### src/rtl/branch_hazard_controller.sv
// ID-stage branch hazard sequencer: stall/bubble for operand hazards, wrong-path flush, memory freeze.
// Optional statistics counters are built only when BRANCH_HAZARD_STATS_EN is defined.
module branch_hazard_controller #(
  parameter int EX_ID_FWD     = 1,
  parameter int LOAD_STALL_EX = 2
) (
  input  logic        i_clk,
  input  logic        i_rst_n,
  input  logic        i_id_is_branch,
  input  logic        i_id_uses_rs1,
  input  logic        i_id_uses_rs2,
  input  logic [4:0]  i_id_rs1,
  input  logic [4:0]  i_id_rs2,
  input  logic        i_id_redirect,
  input  logic [4:0]  i_ex_rd,
  input  logic        i_ex_reg_write,
  input  logic        i_ex_mem_read,
  input  logic [4:0]  i_mem_rd,
  input  logic        i_mem_mem_read,
  input  logic        i_dmem_req,
  input  logic        i_dmem_ready,
  output logic        o_pc_hold,
  output logic        o_ifid_hold,
  output logic        o_idex_bubble,
  output logic        o_ifid_flush,
  output logic        o_pipe_freeze,
  output logic [31:0] o_stall_cycles,
  output logic [31:0] o_flush_count
);

  typedef enum logic {
    ST_IDLE  = 1'b0,
    ST_STALL = 1'b1
  } state_e;

  localparam logic [1:0] LP_N_LOAD = 2'(LOAD_STALL_EX);

  state_e     r_state;
  state_e     w_state_nxt;
  logic [1:0] r_cnt;
  logic [1:0] w_cnt_nxt;
  logic [1:0] w_n;
  logic       w_freeze;
  logic       w_match_ex;
  logic       w_match_mem;
  logic       w_hl_ex;
  logic       w_hl_mem;
  logic       w_ha_ex;

  assign w_freeze    = i_dmem_req & ~i_dmem_ready;
  assign w_match_ex  = (i_ex_rd != 5'd0) &
                       (((i_ex_rd == i_id_rs1) & i_id_uses_rs1) |
                        ((i_ex_rd == i_id_rs2) & i_id_uses_rs2));
  assign w_match_mem = (i_mem_rd != 5'd0) &
                       (((i_mem_rd == i_id_rs1) & i_id_uses_rs1) |
                        ((i_mem_rd == i_id_rs2) & i_id_uses_rs2));
  assign w_hl_ex     = i_ex_reg_write & i_ex_mem_read & w_match_ex;
  assign w_hl_mem    = i_mem_mem_read & w_match_mem;
  assign w_ha_ex     = (EX_ID_FWD == 0) & i_ex_reg_write & ~i_ex_mem_read & w_match_ex;

  // Required stall length for the branch currently in ID; only consulted in IDLE.
  always_comb begin
    w_n = 2'd0;
    if (i_id_is_branch) begin
      if (w_hl_ex)                 w_n = LP_N_LOAD;
      else if (w_hl_mem | w_ha_ex) w_n = 2'd1;
    end
  end

  // NOTE: sequential state is updated with non-blocking assignments so every flop samples pre-edge values.
  always_ff @(posedge i_clk or negedge i_rst_n) begin
    if (!i_rst_n) begin
      r_state <= ST_IDLE;
      r_cnt   <= 2'd0;
    end else begin
      r_state <= w_state_nxt;
      r_cnt   <= w_cnt_nxt;
    end
  end

  // NOTE: every combinational output gets a default first so no path can infer a latch.
  always_comb begin
    w_state_nxt = r_state;
    w_cnt_nxt   = r_cnt;
    if (!w_freeze) begin
      unique case (r_state)
        ST_IDLE: begin
          if (w_n > 2'd1) begin
            w_cnt_nxt   = w_n - 2'd1;
            w_state_nxt = ST_STALL;
          end
        end
        ST_STALL: begin
          w_cnt_nxt = r_cnt - 2'd1;
          if (r_cnt == 2'd1) w_state_nxt = ST_IDLE;
        end
        default: w_state_nxt = ST_IDLE;
      endcase
    end
  end

  // Outputs are forced low while reset is asserted; freeze overrides stall and flush.
  always_comb begin
    o_pc_hold     = 1'b0;
    o_ifid_hold   = 1'b0;
    o_idex_bubble = 1'b0;
    o_ifid_flush  = 1'b0;
    o_pipe_freeze = 1'b0;
    if (i_rst_n) begin
      if (w_freeze) begin
        o_pipe_freeze = 1'b1;
        o_pc_hold     = 1'b1;
        o_ifid_hold   = 1'b1;
      end else if (r_state == ST_STALL || w_n != 2'd0) begin
        o_pc_hold     = 1'b1;
        o_ifid_hold   = 1'b1;
        o_idex_bubble = 1'b1;
      end else begin
        o_ifid_flush  = i_id_redirect;
      end
    end
  end

`ifdef BRANCH_HAZARD_STATS_EN
  logic [31:0] r_stall_cycles;
  logic [31:0] r_flush_count;

  always_ff @(posedge i_clk or negedge i_rst_n) begin
    if (!i_rst_n) begin
      r_stall_cycles <= 32'd0;
      r_flush_count  <= 32'd0;
    end else begin
      if (o_pc_hold && r_stall_cycles != 32'hFFFF_FFFF)
        r_stall_cycles <= r_stall_cycles + 32'd1;
      if (o_ifid_flush && r_flush_count != 32'hFFFF_FFFF)
        r_flush_count <= r_flush_count + 32'd1;
    end
  end

  assign o_stall_cycles = r_stall_cycles;
  assign o_flush_count  = r_flush_count;
`else
  assign o_stall_cycles = 32'd0;
  assign o_flush_count  = 32'd0;
`endif

endmodule

### config.mk
export PLATFORM = sky130hd
export DESIGN_NAME = branch_hazard_controller
export DESIGN_NICKNAME = d
export VERILOG_FILES = /design/src/rtl/branch_hazard_controller.sv
export SDC_FILE = /design/constraint.sdc
export NUM_CORES = 1
export LEC_CHECK = 0
export BUFFER_PORTS_ARGS = -buffer_cell sky130_fd_sc_hd__buf_2
export CORE_ASPECT_RATIO = 0.6
export CORE_UTILIZATION = 39
export CTS_CLUSTER_DIAMETER = 120
export DETAILED_ROUTE_END_ITERATION = 16
export PLACE_DENSITY = 0.95
export SLEW_MARGIN = 20
export SYNTH_ARGS = -nofsm -noshare
export SYNTH_HDL_FRONTEND = slang
export SYNTH_SLANG_ARGS = --single-unit
### constraint.sdc
create_clock -name i_clk -period 6.3 [get_ports i_clk]
set_input_delay 0.945 -clock i_clk [delete_from_list [all_inputs] [get_ports i_clk]]
set_output_delay 0.945 -clock i_clk [all_outputs]
set_load 0.02 [all_outputs]
==> metrics.txt, run 1 <==
# TYPE chip_impl_metric gauge
chip_impl_metric{name="drt.antenna.violating_nets",unit=""} 0
chip_impl_metric{name="cts_hold_buffers",unit=""} 0
chip_impl_metric{name="synthesized_area_per_cell",unit="sq um"} 7.470
chip_impl_metric{name="p_per_area",unit="nW/um^2"} 196.8
chip_impl_info{name="cp-start-kind",value="input port"} 1
chip_impl_metric{name="hpwlAfterDp",unit="microns"} 1597
chip_impl_metric{name="post-route-period-util",unit="%"} 60.13
chip_impl_metric{name="postCtsResizedCells",unit=""} 0
chip_impl_metric{name="dr.pass1.iters",unit=""} 4
chip_impl_info{name="synth_most_common_cell",value="sky130_fd_sc_hd__buf_4"} 1
chip_impl_metric{name="clk_latency",unit="ns"} 0.21
chip_impl_metric{name="place_ws",unit="ns"} 2.513
chip_impl_metric{name="synth.yosys.seq_area_share",unit="%"} 7.557
chip_impl_metric{name="finalClockSkew",unit="ns"} 0.002217
chip_impl_metric{name="floorplan.die.height",unit="microns"} 41.10
chip_impl_metric{name="synthesis.area",unit="sq um"} 993.5
chip_impl_metric{name="timing.max_cap.violations",unit=""} 0
chip_impl_metric{name="postSynthCellCount",unit=""} 133
chip_impl_metric{name="timing.reg2reg.worst_path_depth",unit=""} 5
chip_impl_metric{name="num_cts_buffers",unit=""} 3
chip_impl_info{name="synth_common_cells",value="sky130_fd_sc_hd__buf_4 (65), sky130_fd_sc_hd__xnor2_1 (12), sky130_fd_sc_hd__xor2_1 (8)"} 1
chip_impl_metric{name="worst_ep_arrival_time",unit="ns"} 2.84
chip_impl_metric{name="grt_antenna_before_repair",unit=""} 0
chip_impl_info{name="min_path_type",value="in -> async"} 1
chip_impl_metric{name="drt-total-wl",unit="microns"} 1774
chip_impl_info{name="critical_path_class",value="in -> out"} 1
chip_impl_info{name="grt_setup_unrepaired",value="false"} 1
chip_impl_metric{name="gp_congestion",unit=""} 0.9453
chip_impl_metric{name="grt_first_pass_wirelength",unit="microns"} 2835
chip_impl_metric{name="synth.top_cell.area_share",unit="%"} 49.12
chip_impl_metric{name="async_flop_share",unit="%"} 100.0
chip_impl_metric{name="route.detailed.vias_per_inst",unit=""} 3.980
chip_impl_metric{name="grt_pass1_vias",unit=""} 644
chip_impl_metric{name="ctsLongestPathBuffers",unit=""} 2
chip_impl_metric{name="hold_violations",unit=""} 0
chip_impl_metric{name="sum_of_negative_setup_slack",unit="ns"} 0
chip_impl_metric{name="max-vdd-ir-drop",unit="mV"} 0.05910
chip_impl_metric{name="finalWorstSetupSlack",unit="ns"} 2.512
chip_impl_metric{name="routed_wire_length_per_instance",unit="microns"} 8.960
chip_impl_metric{name="leakage",unit="uW"} 0.0005685
chip_impl_metric{name="io-pin-count",unit=""} 100
chip_impl_metric{name="drive_gt1_share",unit="%"} 22.62
chip_impl_metric{name="detailroute.via_count",unit=""} 788
chip_impl_info{name="cp-startpoint",value="i_ex_rd[0]"} 1
chip_impl_metric{name="synth_edf_count",unit=""} 0
chip_impl_metric{name="design.die.area",unit="sq um"} 2760
chip_impl_metric{name="die_wd",unit="microns"} 67.16
chip_impl_metric{name="nNetsFinal",unit=""} 202
chip_impl_info{name="cts_tree",value="yes"} 1
chip_impl_metric{name="cts_max_level",unit=""} 1
chip_impl_metric{name="clk_transition_reported_paths",unit="ns"} 0.03
chip_impl_metric{name="overflow",unit=""} 0
chip_impl_metric{name="cts_num_sinks",unit=""} 3
chip_impl_info{name="critPathCapture",value="o_pc_hold"} 1
chip_impl_metric{name="cp.required",unit="ns"} 5.35
chip_impl_metric{name="ys.warnings.count",unit=""} 0
chip_impl_info{name="status",value="completed"} 1
chip_impl_metric{name="path_max_fanout",unit=""} 3
chip_impl_metric{name="initial_core_util",unit="%"} 43.63
chip_impl_metric{name="placementRows",unit=""} 13
chip_impl_metric{name="post-route-min-period",unit="ns"} 3.788
chip_impl_info{name="yosysTopAreaCell",value="sky130_fd_sc_hd__buf_4"} 1
chip_impl_metric{name="seq_cells_post_synth",unit=""} 3
chip_impl_metric{name="drt_drc_violations_left",unit=""} 0
chip_impl_metric{name="max_freq",unit="GHz"} 0.2640
chip_impl_metric{name="synth.lib_cells_used.distinct",unit=""} 25
chip_impl_info{name="rr_endpoint",value="r_cnt[1]"} 1
chip_impl_metric{name="placement.io_buffers",unit=""} 35
chip_impl_metric{name="setup_viol_count_final",unit=""} 0
chip_impl_metric{name="grt_start_max_net_pins",unit=""} 12
chip_impl_info{name="synth.top_cells.by_area",value="sky130_fd_sc_hd__buf_4 (49%), sky130_fd_sc_hd__xnor2_1 (11%), sky130_fd_sc_hd__dfrtp_1 (7.6%)"} 1
chip_impl_metric{name="groute.usage.overall",unit="%"} 14.13
chip_impl_info{name="buffer_type_at_the_clock_tree_root",value="sky130_fd_sc_hd__clkbuf_8"} 1
chip_impl_metric{name="post_route_total_power",unit="uW"} 195.3
chip_impl_info{name="synth-main-ff-cell",value="sky130_fd_sc_hd__dfrtp_1"} 1
chip_impl_info{name="timing.critical_path.to_type",value="output pin"} 1
chip_impl_info{name="worst_reg2reg_path_startpoint",value="r_cnt[0]"} 1
chip_impl_metric{name="postCtsSetupRepairBufs",unit=""} 0
chip_impl_metric{name="timing_max_transition_violations_final",unit=""} 0
chip_impl_metric{name="detailedRoute.firstIterationViolations",unit=""} 38
chip_impl_metric{name="regToRegSetupSlack",unit="ns"} 5.09
chip_impl_metric{name="insertedDiodeCount",unit=""} 0
chip_impl_metric{name="final_core_utilization",unit="%"} 43.57
chip_impl_metric{name="area_growth_syn_to_layout",unit="%"} -0.1259
chip_impl_metric{name="core",unit="sq um"} 2277
==> metal layers <==
layer	routed length, microns	track usage (%)	up-vias
li1	-	-	372
met1	730	17.60	369
met2	864	26.00	47
met3	179	3.611	0
met4	0	1.064	0
met5	0	0	-
==> area by class of cell <==
class,instances,area [sq um]
fillers,236,1285
multi-input cells,123,648.1
repair buffers,35,175.2
flip-flops and latches,3,75.07
clock buffers,4,45.04
well taps,30,37.54
inverters,3,11.26
==> worst max-delay path, cell delays in order <==
cell and delay, ns:
sky130_fd_sc_hd__buf_2 0.12, sky130_fd_sc_hd__or3_1 0.39, sky130_fd_sc_hd__o311a_1 0.33, sky130_fd_sc_hd__a221o_1 0.35
sky130_fd_sc_hd__ha_1 0.19, sky130_fd_sc_hd__nor2b_1 0.14, sky130_fd_sc_hd__a21oi_1 0.18, sky130_fd_sc_hd__buf_2 0.19
==> cells by family after synthesis <==
| logic type | after synthesis | synth area share (%) |
|---|---|---|
| AOI/OAI and AO/OA | 11 | 7.054 |
| buffers and inverters | 70 | 51.01 |
| muxes | 2 | 2.015 |
| adders and majority gates | 2 | 2.518 |
| xor gates and xnor gates | 20 | 17.63 |
| other | 1 | 0.3775 |
| and+or+nand+nor | 24 | 11.84 |
| DFF | 3 | 7.556 |
==> worst min path at each step <==
stage	depth (start not counted)	slack (ns)	start	endpoint
floorplan	2	0.56	r_cnt[0]	r_cnt[0]
global placement	2	0.59	r_cnt[0]	r_cnt[0]
detailed placement	2	0.60	r_cnt[0]	r_cnt[0]
CTS	1	0.53	i_rst_n	r_state
global route	1	0.53	i_rst_n	r_cnt[1]
finish	1	0.53	i_rst_n	r_cnt[0]
==> report_power, final <==
group          leakage, uW  total [uW]  switching (uW)  internal, uW
clock network    0.0000228        55.8            12.7          43.2
registers        0.0000382        34.5            7.36          27.1
logic             0.000507         105            72.4          32.6
total             0.000568         195            92.4           103
==> layout by cell type (no fill, tap or decap) <==
cell type and instances:
sky130_fd_sc_hd__dfrtp_1 3, sky130_fd_sc_hd__o21ai_0 2, sky130_fd_sc_hd__o22ai_1 1, sky130_fd_sc_hd__or4_1 1, sky130_fd_sc_hd__nand2_1 6, sky130_fd_sc_hd__clkbuf_8 3
sky130_fd_sc_hd__clkbuf_1 1, sky130_fd_sc_hd__a221o_1 1, sky130_fd_sc_hd__inv_1 3, sky130_fd_sc_hd__nor2_1 5, sky130_fd_sc_hd__a21oi_1 4, sky130_fd_sc_hd__xor2_1 8
sky130_fd_sc_hd__a31oi_1 1, sky130_fd_sc_hd__nand3_1 5, sky130_fd_sc_hd__buf_2 35, sky130_fd_sc_hd__nand4_1 2, sky130_fd_sc_hd__ha_1 2, sky130_fd_sc_hd__o211ai_1 1
sky130_fd_sc_hd__mux2i_1 2, sky130_fd_sc_hd__or3_1 1, sky130_fd_sc_hd__xnor2_1 12, sky130_fd_sc_hd__nor4_1 2, sky130_fd_sc_hd__o311a_1 1, sky130_fd_sc_hd__nor2b_1 1
sky130_fd_sc_hd__nand2b_1 1, sky130_fd_sc_hd__conb_1 64
==> through the flow <==
stage,hold WS [ns],cells,area (sq um)
5_1_grt,0.5301,198,992.2
4_1_cts,0.5290,198,992.2
3_3_place_gp,0.5942,194,947.2
3_5_place_dp,0.6026,194,947.2
2_1_floorplan,0.5577,196,1230
6_report,0.5322,198,992.2
==> flip-flops by register name, summed over array words and instances, names as in the netlist <==
name     cells
r_state      1
r_cnt        2
No activity file was read; power rests on OpenSTA's default activity.
==> inputs of run 2 (changes only) <==
--- a/config.mk
+++ b/config.mk
@@ -5,12 +5,13 @@
 export SDC_FILE = /design/constraint.sdc
 export NUM_CORES = 1
 export LEC_CHECK = 0
+export ABC_AREA = 1
 export BUFFER_PORTS_ARGS = -buffer_cell sky130_fd_sc_hd__buf_2
 export CORE_ASPECT_RATIO = 0.6
-export CORE_UTILIZATION = 39
+export CORE_UTILIZATION = 35
 export CTS_CLUSTER_DIAMETER = 120
 export DETAILED_ROUTE_END_ITERATION = 16
-export PLACE_DENSITY = 0.95
+export PLACE_DENSITY = 0.89
 export SLEW_MARGIN = 20
 export SYNTH_ARGS = -nofsm -noshare
 export SYNTH_HDL_FRONTEND = slang
==> constraint.sdc (replaced) <==
create_clock -name i_clk -period 3.1 [get_ports i_clk]
set_input_delay 0.465 -clock i_clk [delete_from_list [all_inputs] [get_ports i_clk]]
set_output_delay 0.465 -clock i_clk [all_outputs]
set_load 0.02 [all_outputs]
==> run 2 against run 1 <==
Net effect:
- die area grew 28%
- core utilization fell by 4.4 points
- via count increased by 31%
- global-route usage shrank 2.6 points
- clock skew about the same
- highest routed layer unchanged
- sequential share of layout area is 1.2 points lower
- routed wire length up 28%
- sequential power up 110%
- area after synthesis is 16% higher
- synthesized cell count grew 53%
- clock power increased by 100%
- critical endpoint is now o_ifid_hold
- first-iteration DRC count increased by 82%
==> metrics.txt, run 2 <==
# TYPE chip_impl_metric gauge
chip_impl_metric{name="core",unit="sq um"} 3003
chip_impl_metric{name="netSwitchingPower",unit="uW"} 212.0
chip_impl_metric{name="cts_hold_buffers",unit=""} 0
chip_impl_metric{name="dr.pass1.iters",unit=""} 5
chip_impl_info{name="synth_top_family_by_area",value="buffers and inverters"} 1
chip_impl_metric{name="adder_and_majority_cell_fraction_of_the_synthesized_area",unit="%"} 2.165
chip_impl_metric{name="max_freq",unit="GHz"} 0.4182
chip_impl_info{name="top_regs",value="r_cnt: 2 flops, r_state: 1 flops"} 1
chip_impl_metric{name="power.sequential.fraction",unit="%"} 16.7
chip_impl_metric{name="postCtsSetupRepairBufs",unit=""} 0
chip_impl_metric{name="ctsLongestPathBuffers",unit=""} 2
chip_impl_metric{name="overflow",unit=""} 0
chip_impl_metric{name="synth.lib_cells_used.distinct",unit=""} 20
chip_impl_info{name="min_path_type",value="in -> async"} 1
chip_impl_metric{name="drt-total-wl",unit="microns"} 2273
chip_impl_info{name="synth_common_cells",value="sky130_fd_sc_hd__buf_4 (65), sky130_fd_sc_hd__nand2_1 (65), sky130_fd_sc_hd__inv_1 (16), sky130_fd_sc_hd__nor2_1 (16), sky130_fd_sc_hd__inv_2 (9)"} 1
chip_impl_metric{name="combPwrFrac",unit="%"} 56.7
chip_impl_info{name="status",value="completed"} 1
chip_impl_metric{name="cts_max_level",unit=""} 1
chip_impl_metric{name="placementRows",unit=""} 15
chip_impl_metric{name="grt_antenna_before_repair",unit=""} 0
chip_impl_metric{name="sum_of_negative_setup_slack",unit="ns"} 0
chip_impl_metric{name="internal_power",unit="uW"} 213.6
chip_impl_metric{name="postCtsResizedCells",unit=""} 0
chip_impl_metric{name="floorplan.die.height",unit="microns"} 46.52
chip_impl_metric{name="synth_simple_gate_area_share",unit="%"} 35.82
chip_impl_metric{name="detailroute.via_count",unit=""} 1030
chip_impl_metric{name="synthesized_area_per_cell",unit="sq um"} 5.695
chip_impl_metric{name="synth.yosys.seq_area_share",unit="%"} 6.494
chip_impl_metric{name="path_max_fanout",unit=""} 4
chip_impl_metric{name="initial_core_util",unit="%"} 38.50
chip_impl_metric{name="cp.required",unit="ns"} 2.63
chip_impl_metric{name="drt.antenna.violating_nets",unit=""} 0
chip_impl_metric{name="synth.top_cell.area_share",unit="%"} 42.21
chip_impl_metric{name="drive_gt1_share",unit="%"} 22.92
chip_impl_metric{name="seq_cells_post_synth",unit=""} 3
chip_impl_metric{name="finalClockSkew",unit="ns"} 0.002386
chip_impl_info{name="max_flop_register",value="r_cnt"} 1
chip_impl_metric{name="place.detailed.instances",unit=""} 278
chip_impl_metric{name="nNetsFinal",unit=""} 274
chip_impl_info{name="most-common-layout-cells",value="sky130_fd_sc_hd__nand2_1 (65), sky130_fd_sc_hd__conb_1 (64), sky130_fd_sc_hd__buf_2 (35), sky130_fd_sc_hd__inv_1 (16), sky130_fd_sc_hd__nor2_1 (16)"} 1
chip_impl_metric{name="routed_wire_length_per_instance",unit="microns"} 8.060
chip_impl_metric{name="sw_share",unit="%"} 49.82
chip_impl_metric{name="detailedRoute.firstIterationViolations",unit=""} 69
chip_impl_info{name="synth.top_cells.by_area",value="sky130_fd_sc_hd__buf_4 (42%), sky130_fd_sc_hd__nand2_1 (21%), sky130_fd_sc_hd__dfrtp_1 (6.5%)"} 1
chip_impl_metric{name="clk_transition_reported_paths",unit="ns"} 0.03
chip_impl_metric{name="area_growth_syn_to_layout",unit="%"} 1.840
chip_impl_metric{name="synth_edf_count",unit=""} 0
chip_impl_info{name="cts_tree",value="yes"} 1
chip_impl_metric{name="post_synth_mux_area_share",unit="%"} 0
chip_impl_metric{name="design.die.area",unit="sq um"} 3545
chip_impl_info{name="buffer_type_at_the_clock_tree_root",value="sky130_fd_sc_hd__clkbuf_8"} 1
chip_impl_metric{name="grt_pass1_vias",unit=""} 721
chip_impl_metric{name="gp_congestion",unit=""} 0.8954
chip_impl_info{name="yosysTopAreaCell",value="sky130_fd_sc_hd__buf_4"} 1
chip_impl_metric{name="synthXorXnorAreaFrac",unit="%"} 0
chip_impl_metric{name="largest_register_ff_count",unit=""} 2
chip_impl_metric{name="timing_max_transition_violations_final",unit=""} 0
chip_impl_metric{name="ys.warnings.count",unit=""} 0
chip_impl_metric{name="drt_drc_violations_left",unit=""} 0
chip_impl_metric{name="layoutNonFillerInstCount",unit=""} 282
chip_impl_info{name="cp-start-kind",value="input port"} 1
chip_impl_metric{name="synthesis.area",unit="sq um"} 1156
chip_impl_metric{name="postSynthCellCount",unit=""} 203
chip_impl_metric{name="hpwlAfterDp",unit="microns"} 2009
chip_impl_info{name="critical_path_class",value="in -> out"} 1
chip_impl_metric{name="worst_ep_arrival_time",unit="ns"} 1.93
chip_impl_metric{name="p_per_area",unit="nW/um^2"} 361.5
chip_impl_metric{name="async_flop_share",unit="%"} 100.0
chip_impl_metric{name="post-route-min-period",unit="ns"} 2.391
chip_impl_metric{name="route.detailed.vias_per_inst",unit=""} 3.652
chip_impl_info{name="timing.critical_path.to_type",value="output pin"} 1
chip_impl_metric{name="clk_latency",unit="ns"} 0.21
chip_impl_metric{name="timing.max_cap.violations",unit=""} 0
chip_impl_metric{name="max-vdd-ir-drop",unit="mV"} 0.2233
chip_impl_info{name="most_common_library_cell_in_the_layout_ignoring_fill_and_taps",value="sky130_fd_sc_hd__nand2_1"} 1
chip_impl_metric{name="num_cts_buffers",unit=""} 3
chip_impl_info{name="synth-main-ff-cell",value="sky130_fd_sc_hd__dfrtp_1"} 1
chip_impl_metric{name="hold_violations",unit=""} 0
chip_impl_metric{name="insertedDiodeCount",unit=""} 0
chip_impl_metric{name="die_wd",unit="microns"} 76.20
chip_impl_metric{name="clock_power_share",unit="%"} 26.6
chip_impl_metric{name="groute.usage.overall",unit="%"} 11.51
chip_impl_info{name="grt_setup_unrepaired",value="false"} 1
chip_impl_metric{name="post-route-period-util",unit="%"} 77.14
chip_impl_metric{name="leakage",unit="uW"} 0.0007916
chip_impl_metric{name="cts_num_sinks",unit=""} 3
chip_impl_metric{name="io-pin-count",unit=""} 100
chip_impl_metric{name="setup_viol_count_final",unit=""} 0
chip_impl_metric{name="placement.io_buffers",unit=""} 35
chip_impl_metric{name="synth_compound_gate_area_share",unit="%"} 4.870
chip_impl_metric{name="grt_start_max_net_pins",unit=""} 6
chip_impl_metric{name="grt_first_pass_wirelength",unit="microns"} 3084
run 2: cell count changes after synthesis, moves of 3 or more:
cell	delta
sky130_fd_sc_hd__o21ai_1	+3
sky130_fd_sc_hd__nor2_1	+11
sky130_fd_sc_hd__xor2_1	-8
sky130_fd_sc_hd__xnor2_1	-12
sky130_fd_sc_hd__nor2_2	+3
sky130_fd_sc_hd__inv_1	+13
sky130_fd_sc_hd__inv_2	+9
sky130_fd_sc_hd__nor3_1	+3
sky130_fd_sc_hd__nand2_1	+59
run 2: worst paths after layout:
path | cells past startpoint | endpoint | slack, ns | start
worst max-delay path | 12 | o_ifid_hold | 0.71 | i_ex_rd[2]
worst min-delay path | 1 | r_cnt[0] | 0.06 | i_rst_n
worst max register to register | 5 | r_cnt[1] | 2.06 | r_cnt[0]
worst min register to register | 2 | r_cnt[1] | 0.48 | r_cnt[1]
max in group asynchronous | 1 | r_state | 2.92 | i_rst_n
min in group i_clk | 2 | r_cnt[1] | 0.48 | r_cnt[1]
run 2: per-stage QoR:
| stage | hold slack (ns) | instance area [sq um] | util, % | setup WS, ns | power [uW] |
|---|---|---|---|---|---|
| 3_5_place_dp | 0.2806 | 1132 | 37.71 | 0.7300 | 309.8 |
| 6_report | 0.05595 | 1177 | 39.21 | 0.7088 | 425.6 |
| 2_1_floorplan | 0.1694 | 1393 | - | 0.7303 | 317.0 |
| 3_3_place_gp | 0.2805 | 1132 | 37.71 | 0.7012 | 306.0 |
| 4_1_cts | 0.05108 | 1177 | 39.21 | 0.7168 | 428.0 |
| 5_1_grt | 0.05722 | 1177 | 39.21 | 0.5869 | 463.8 |
run 2: metal layers:
layer	global-route usage, %	share of wire (%)
met5	0	0
met4	3.846	0
met3	3.564	10
met2	16.91	43
met1	15.95	47
run 2: area by class of cell:
type,instances,area (sq um)
tap,42,52.55
multi-input combinational,173,735.7
fill,338,1826
timing repair buffer,35,175.2
inverter,25,93.84
sequential,3,75.07
clock buffer,4,45.04
run 2: kinds of logic (layout without fill, tap and decap cells):
| kind of cell | after synthesis | after routing |
|---|---|---|
| flip-flops | 3 | 3 |
| AND/OR/NAND/NOR | 98 | 98 |
| adder cells (fa/ha/maj) | 2 | 2 |
| buffers and inverters | 90 | 64 |
| AO/OA/AOI/OAI | 9 | 9 |
| other | 1 | 64 |
run 2: power groups by stage:
stage / clock network, uW / registers (uW) / logic (uW)
2_1_floorplan: 0 / 68.6 / 248
3_3_place_gp: 0 / 71.0 / 235
3_5_place_dp: 0 / 72.1 / 238
4_1_cts: 117 / 71.6 / 239
5_1_grt: 120 / 73.8 / 270
6_report: 113 / 71.3 / 241
run 2: worst max-delay path, stage by stage:
cell and delay (ns):
sky130_fd_sc_hd__buf_2 0.12, sky130_fd_sc_hd__nor3_1 0.25, sky130_fd_sc_hd__nand3_1 0.12, sky130_fd_sc_hd__nand3_1 0.08, sky130_fd_sc_hd__inv_1 0.07, sky130_fd_sc_hd__nand2_1 0.07, sky130_fd_sc_hd__nand2_1 0.06, sky130_fd_sc_hd__ha_1 0.19
sky130_fd_sc_hd__nand2_1 0.08, sky130_fd_sc_hd__inv_1 0.05, sky130_fd_sc_hd__a21oi_1 0.16, sky130_fd_sc_hd__buf_2 0.19
==> inputs of run 3 (changes only) <==
--- a/config.mk
+++ b/config.mk
@@ -8,10 +8,10 @@
 export ABC_AREA = 1
 export BUFFER_PORTS_ARGS = -buffer_cell sky130_fd_sc_hd__buf_2
 export CORE_ASPECT_RATIO = 0.6
-export CORE_UTILIZATION = 35
+export CORE_UTILIZATION = 39
 export CTS_CLUSTER_DIAMETER = 120
 export DETAILED_ROUTE_END_ITERATION = 16
-export PLACE_DENSITY = 0.89
+export PLACE_DENSITY = 0.93
 export SLEW_MARGIN = 20
 export SYNTH_ARGS = -nofsm -noshare
 export SYNTH_HDL_FRONTEND = slang
==> constraint.sdc (replaced) <==
create_clock -name i_clk -period 2.4 [get_ports i_clk]
set_input_delay 0.36 -clock i_clk [delete_from_list [all_inputs] [get_ports i_clk]]
set_output_delay 0.36 -clock i_clk [all_outputs]
set_load 0.02 [all_outputs]
==> run 3 against run 2 <==
Net effect:
- clock skew barely moved
- routed wire length down 2.2%
- final cell count shrank 0.35%
- sequential power grew 29%
- worst hold slack better by 0.43 ns
- sequential cell count unchanged
- combinational power grew 30%
- die area fell by 9.9%
- highest routed layer unchanged
==> metrics.txt, run 3 (synthesized netlist as in run 2, its figures left out) <==
# TYPE chip_impl_metric gauge
chip_impl_metric{name="drt-total-wl",unit="microns"} 2222
chip_impl_metric{name="groute.usage.overall",unit="%"} 13.00
chip_impl_metric{name="finalWorstSetupSlack",unit="ns"} 0.1503
chip_impl_metric{name="max_freq",unit="GHz"} 0.4445
chip_impl_metric{name="max-vdd-ir-drop",unit="mV"} 0.3326
chip_impl_metric{name="power.sequential.fraction",unit="%"} 16.8
chip_impl_metric{name="cts_num_sinks",unit=""} 3
chip_impl_info{name="buffer_type_at_the_clock_tree_root",value="sky130_fd_sc_hd__clkbuf_8"} 1
chip_impl_metric{name="placement.io_buffers",unit=""} 35
chip_impl_metric{name="sequential_cell_area",unit="sq um"} 75.07
chip_impl_metric{name="floorplan.die.height",unit="microns"} 44.18
chip_impl_metric{name="timing_max_transition_violations_final",unit=""} 0
chip_impl_metric{name="detailroute.via_count",unit=""} 1057
chip_impl_metric{name="n_fill_cell",unit=""} 276
chip_impl_metric{name="combPwrFrac",unit="%"} 57.2
chip_impl_metric{name="setup_viol_count_final",unit=""} 0
chip_impl_info{name="critical-path-top-delay-family",value="simple AND/OR/NAND/NOR gates"} 1
chip_impl_info{name="max_flop_register",value="r_cnt"} 1
chip_impl_metric{name="io-pin-count",unit=""} 100
chip_impl_metric{name="area_growth_syn_to_layout",unit="%"} 2.489
chip_impl_metric{name="post-route-period-util",unit="%"} 93.74
chip_impl_info{name="most-common-layout-cells",value="sky130_fd_sc_hd__nand2_1 (65), sky130_fd_sc_hd__conb_1 (64), sky130_fd_sc_hd__buf_2 (35), sky130_fd_sc_hd__inv_1 (16), sky130_fd_sc_hd__nor2_1 (16)"} 1
chip_impl_metric{name="design.die.area",unit="sq um"} 3193
chip_impl_metric{name="overflow",unit=""} 0
chip_impl_metric{name="post-route-min-period",unit="ns"} 2.250
chip_impl_metric{name="timing.max_cap.violations",unit=""} 0
chip_impl_info{name="most_common_library_cell_in_the_layout_ignoring_fill_and_taps",value="sky130_fd_sc_hd__nand2_1"} 1
chip_impl_metric{name="p_per_area",unit="nW/um^2"} 463.7
chip_impl_metric{name="netSwitchingPower",unit="uW"} 273.2
chip_impl_metric{name="leakage",unit="uW"} 0.0007958
chip_impl_metric{name="finalClockSkew",unit="ns"} 0.002049
chip_impl_metric{name="hpwlAfterDp",unit="microns"} 2029
chip_impl_info{name="critical_path_class",value="in -> out"} 1
chip_impl_metric{name="sw_share",unit="%"} 49.72
chip_impl_info{name="path_cells",value="buf_2 -> nor3_1 -> nand3_1 -> nand3_1 -> inv_1 -> nand2_1 -> nand2_1 -> ha_1 -> nand2_1 -> inv_1 -> a21oi_1 -> buf_2"} 1
chip_impl_metric{name="cts_max_level",unit=""} 1
chip_impl_metric{name="grt_start_max_net_pins",unit=""} 6
chip_impl_metric{name="grt_antenna_before_repair",unit=""} 0
chip_impl_metric{name="drive_gt1_share",unit="%"} 22.82
chip_impl_metric{name="worst_ep_arrival_time",unit="ns"} 1.89
chip_impl_info{name="crit_slowest_cell",value="sky130_fd_sc_hd__nor3_1"} 1
chip_impl_metric{name="insertedDiodeCount",unit=""} 0
chip_impl_metric{name="initial_core_util",unit="%"} 43.71
chip_impl_metric{name="detailedRoute.firstIterationViolations",unit=""} 59
chip_impl_info{name="timing.critical_path.to_type",value="output pin"} 1
chip_impl_metric{name="ctsLongestPathBuffers",unit=""} 2
chip_impl_metric{name="sum_of_negative_setup_slack",unit="ns"} 0
chip_impl_metric{name="place_ws",unit="ns"} 0.2034
chip_impl_metric{name="die_wd",unit="microns"} 72.29
chip_impl_metric{name="grt_first_pass_wirelength",unit="microns"} 3256
chip_impl_info{name="cp-start-kind",value="input port"} 1
chip_impl_metric{name="cp.required",unit="ns"} 2.04
chip_impl_info{name="status",value="completed"} 1
chip_impl_metric{name="multiInputGateArea",unit="sq um"} 735.7
chip_impl_metric{name="route.detailed.vias_per_inst",unit=""} 3.762
chip_impl_metric{name="clk_transition_reported_paths",unit="ns"} 0.03
chip_impl_metric{name="nNetsFinal",unit=""} 275
chip_impl_info{name="top_regs",value="r_cnt: 2 flops, r_state: 1 flops"} 1
chip_impl_metric{name="num_cts_buffers",unit=""} 3
chip_impl_metric{name="grt_pass1_vias",unit=""} 780
chip_impl_metric{name="drt_drc_violations_left",unit=""} 0
chip_impl_metric{name="routed_wire_length_per_instance",unit="microns"} 7.907
chip_impl_metric{name="postCtsSetupRepairBufs",unit=""} 0
chip_impl_metric{name="path_max_fanout",unit=""} 4
chip_impl_metric{name="core",unit="sq um"} 2645
chip_impl_metric{name="post_route_total_power",unit="uW"} 549.5
chip_impl_metric{name="gp_congestion",unit=""} 0.8767
chip_impl_metric{name="placementRows",unit=""} 14
chip_impl_info{name="grt_setup_unrepaired",value="false"} 1
chip_impl_metric{name="clk_latency",unit="ns"} 0.21
chip_impl_info{name="min_path_type",value="in -> async"} 1
chip_impl_metric{name="cp.buffers_inverters",unit=""} 4
chip_impl_metric{name="postCtsResizedCells",unit=""} 0
chip_impl_metric{name="largest_register_ff_count",unit=""} 2
chip_impl_info{name="cts_tree",value="yes"} 1
chip_impl_metric{name="critical-path-max-stage-delay",unit="ns"} 0.26
chip_impl_metric{name="final_core_utilization",unit="%"} 44.80
chip_impl_metric{name="internal_power",unit="uW"} 276.3
chip_impl_info{name="critical_path.most_common_cell",value="sky130_fd_sc_hd__nand2_1"} 1
chip_impl_metric{name="clock_power_share",unit="%"} 26.1
chip_impl_metric{name="dr.pass1.iters",unit=""} 4
chip_impl_metric{name="layoutNonFillerInstCount",unit=""} 281
chip_impl_metric{name="cts_hold_buffers",unit=""} 1
chip_impl_metric{name="drt.antenna.violating_nets",unit=""} 0
chip_impl_metric{name="place.detailed.instances",unit=""} 276
chip_impl_metric{name="hold_violations",unit=""} 0
## run 3: cell type report
cell class              count  area share [%]
inverters                  25           7.920
well taps                  40           4.224
flip-flops and latches      3           6.336
clock buffers               4           3.801
repair buffers             36           15.63
multi-input cells         173           62.09
## run 3: worst paths after layout
path | startpoint | endpoint | slack (ns) | cells past startpoint
worst min-delay path | i_rst_n | r_state | 0.49 | 2
worst min register to register | r_cnt[1] | r_cnt[1] | 0.49 | 2
max in group asynchronous | i_rst_n | r_cnt[1] | 1.78 | 2
min in group i_clk | r_cnt[1] | r_cnt[1] | 0.49 | 2
worst max-delay path | i_ex_rd[2] | o_pc_hold | 0.15 | 12
worst max register to register | r_cnt[0] | r_cnt[1] | 1.35 | 5
## run 3: per-layer routing
metal  share of wire [%]  vias to the layer above  GRT usage [%]  routed length (microns)
met5                   0                        -              0                        0
met1                  45                      431          18.88                      996
met3                  11                        0          4.100                      244
li1                    -                      559              -                        -
met2                  44                       67          18.69                      980
met4                   0                        0          2.745                        0
## run 3: power by group through the flow
stage	clock network (uW)	logic, uW	registers (uW)
floorplan	0	321	88.6
global placement	0	302	91.7
detailed placement	0	311	92.3
CTS	147	313	91.7
global route	154	349	95.1
finish	143	314	92.0
## run 3: through the flow
stage,instance area [sq um],hold WS (ns)
finish,1185,0.4856
global route,1185,0.5119
CTS,1185,0.4876
detailed placement,1130,0.1788
global placement,1130,0.1743
floorplan,1393,0.06441
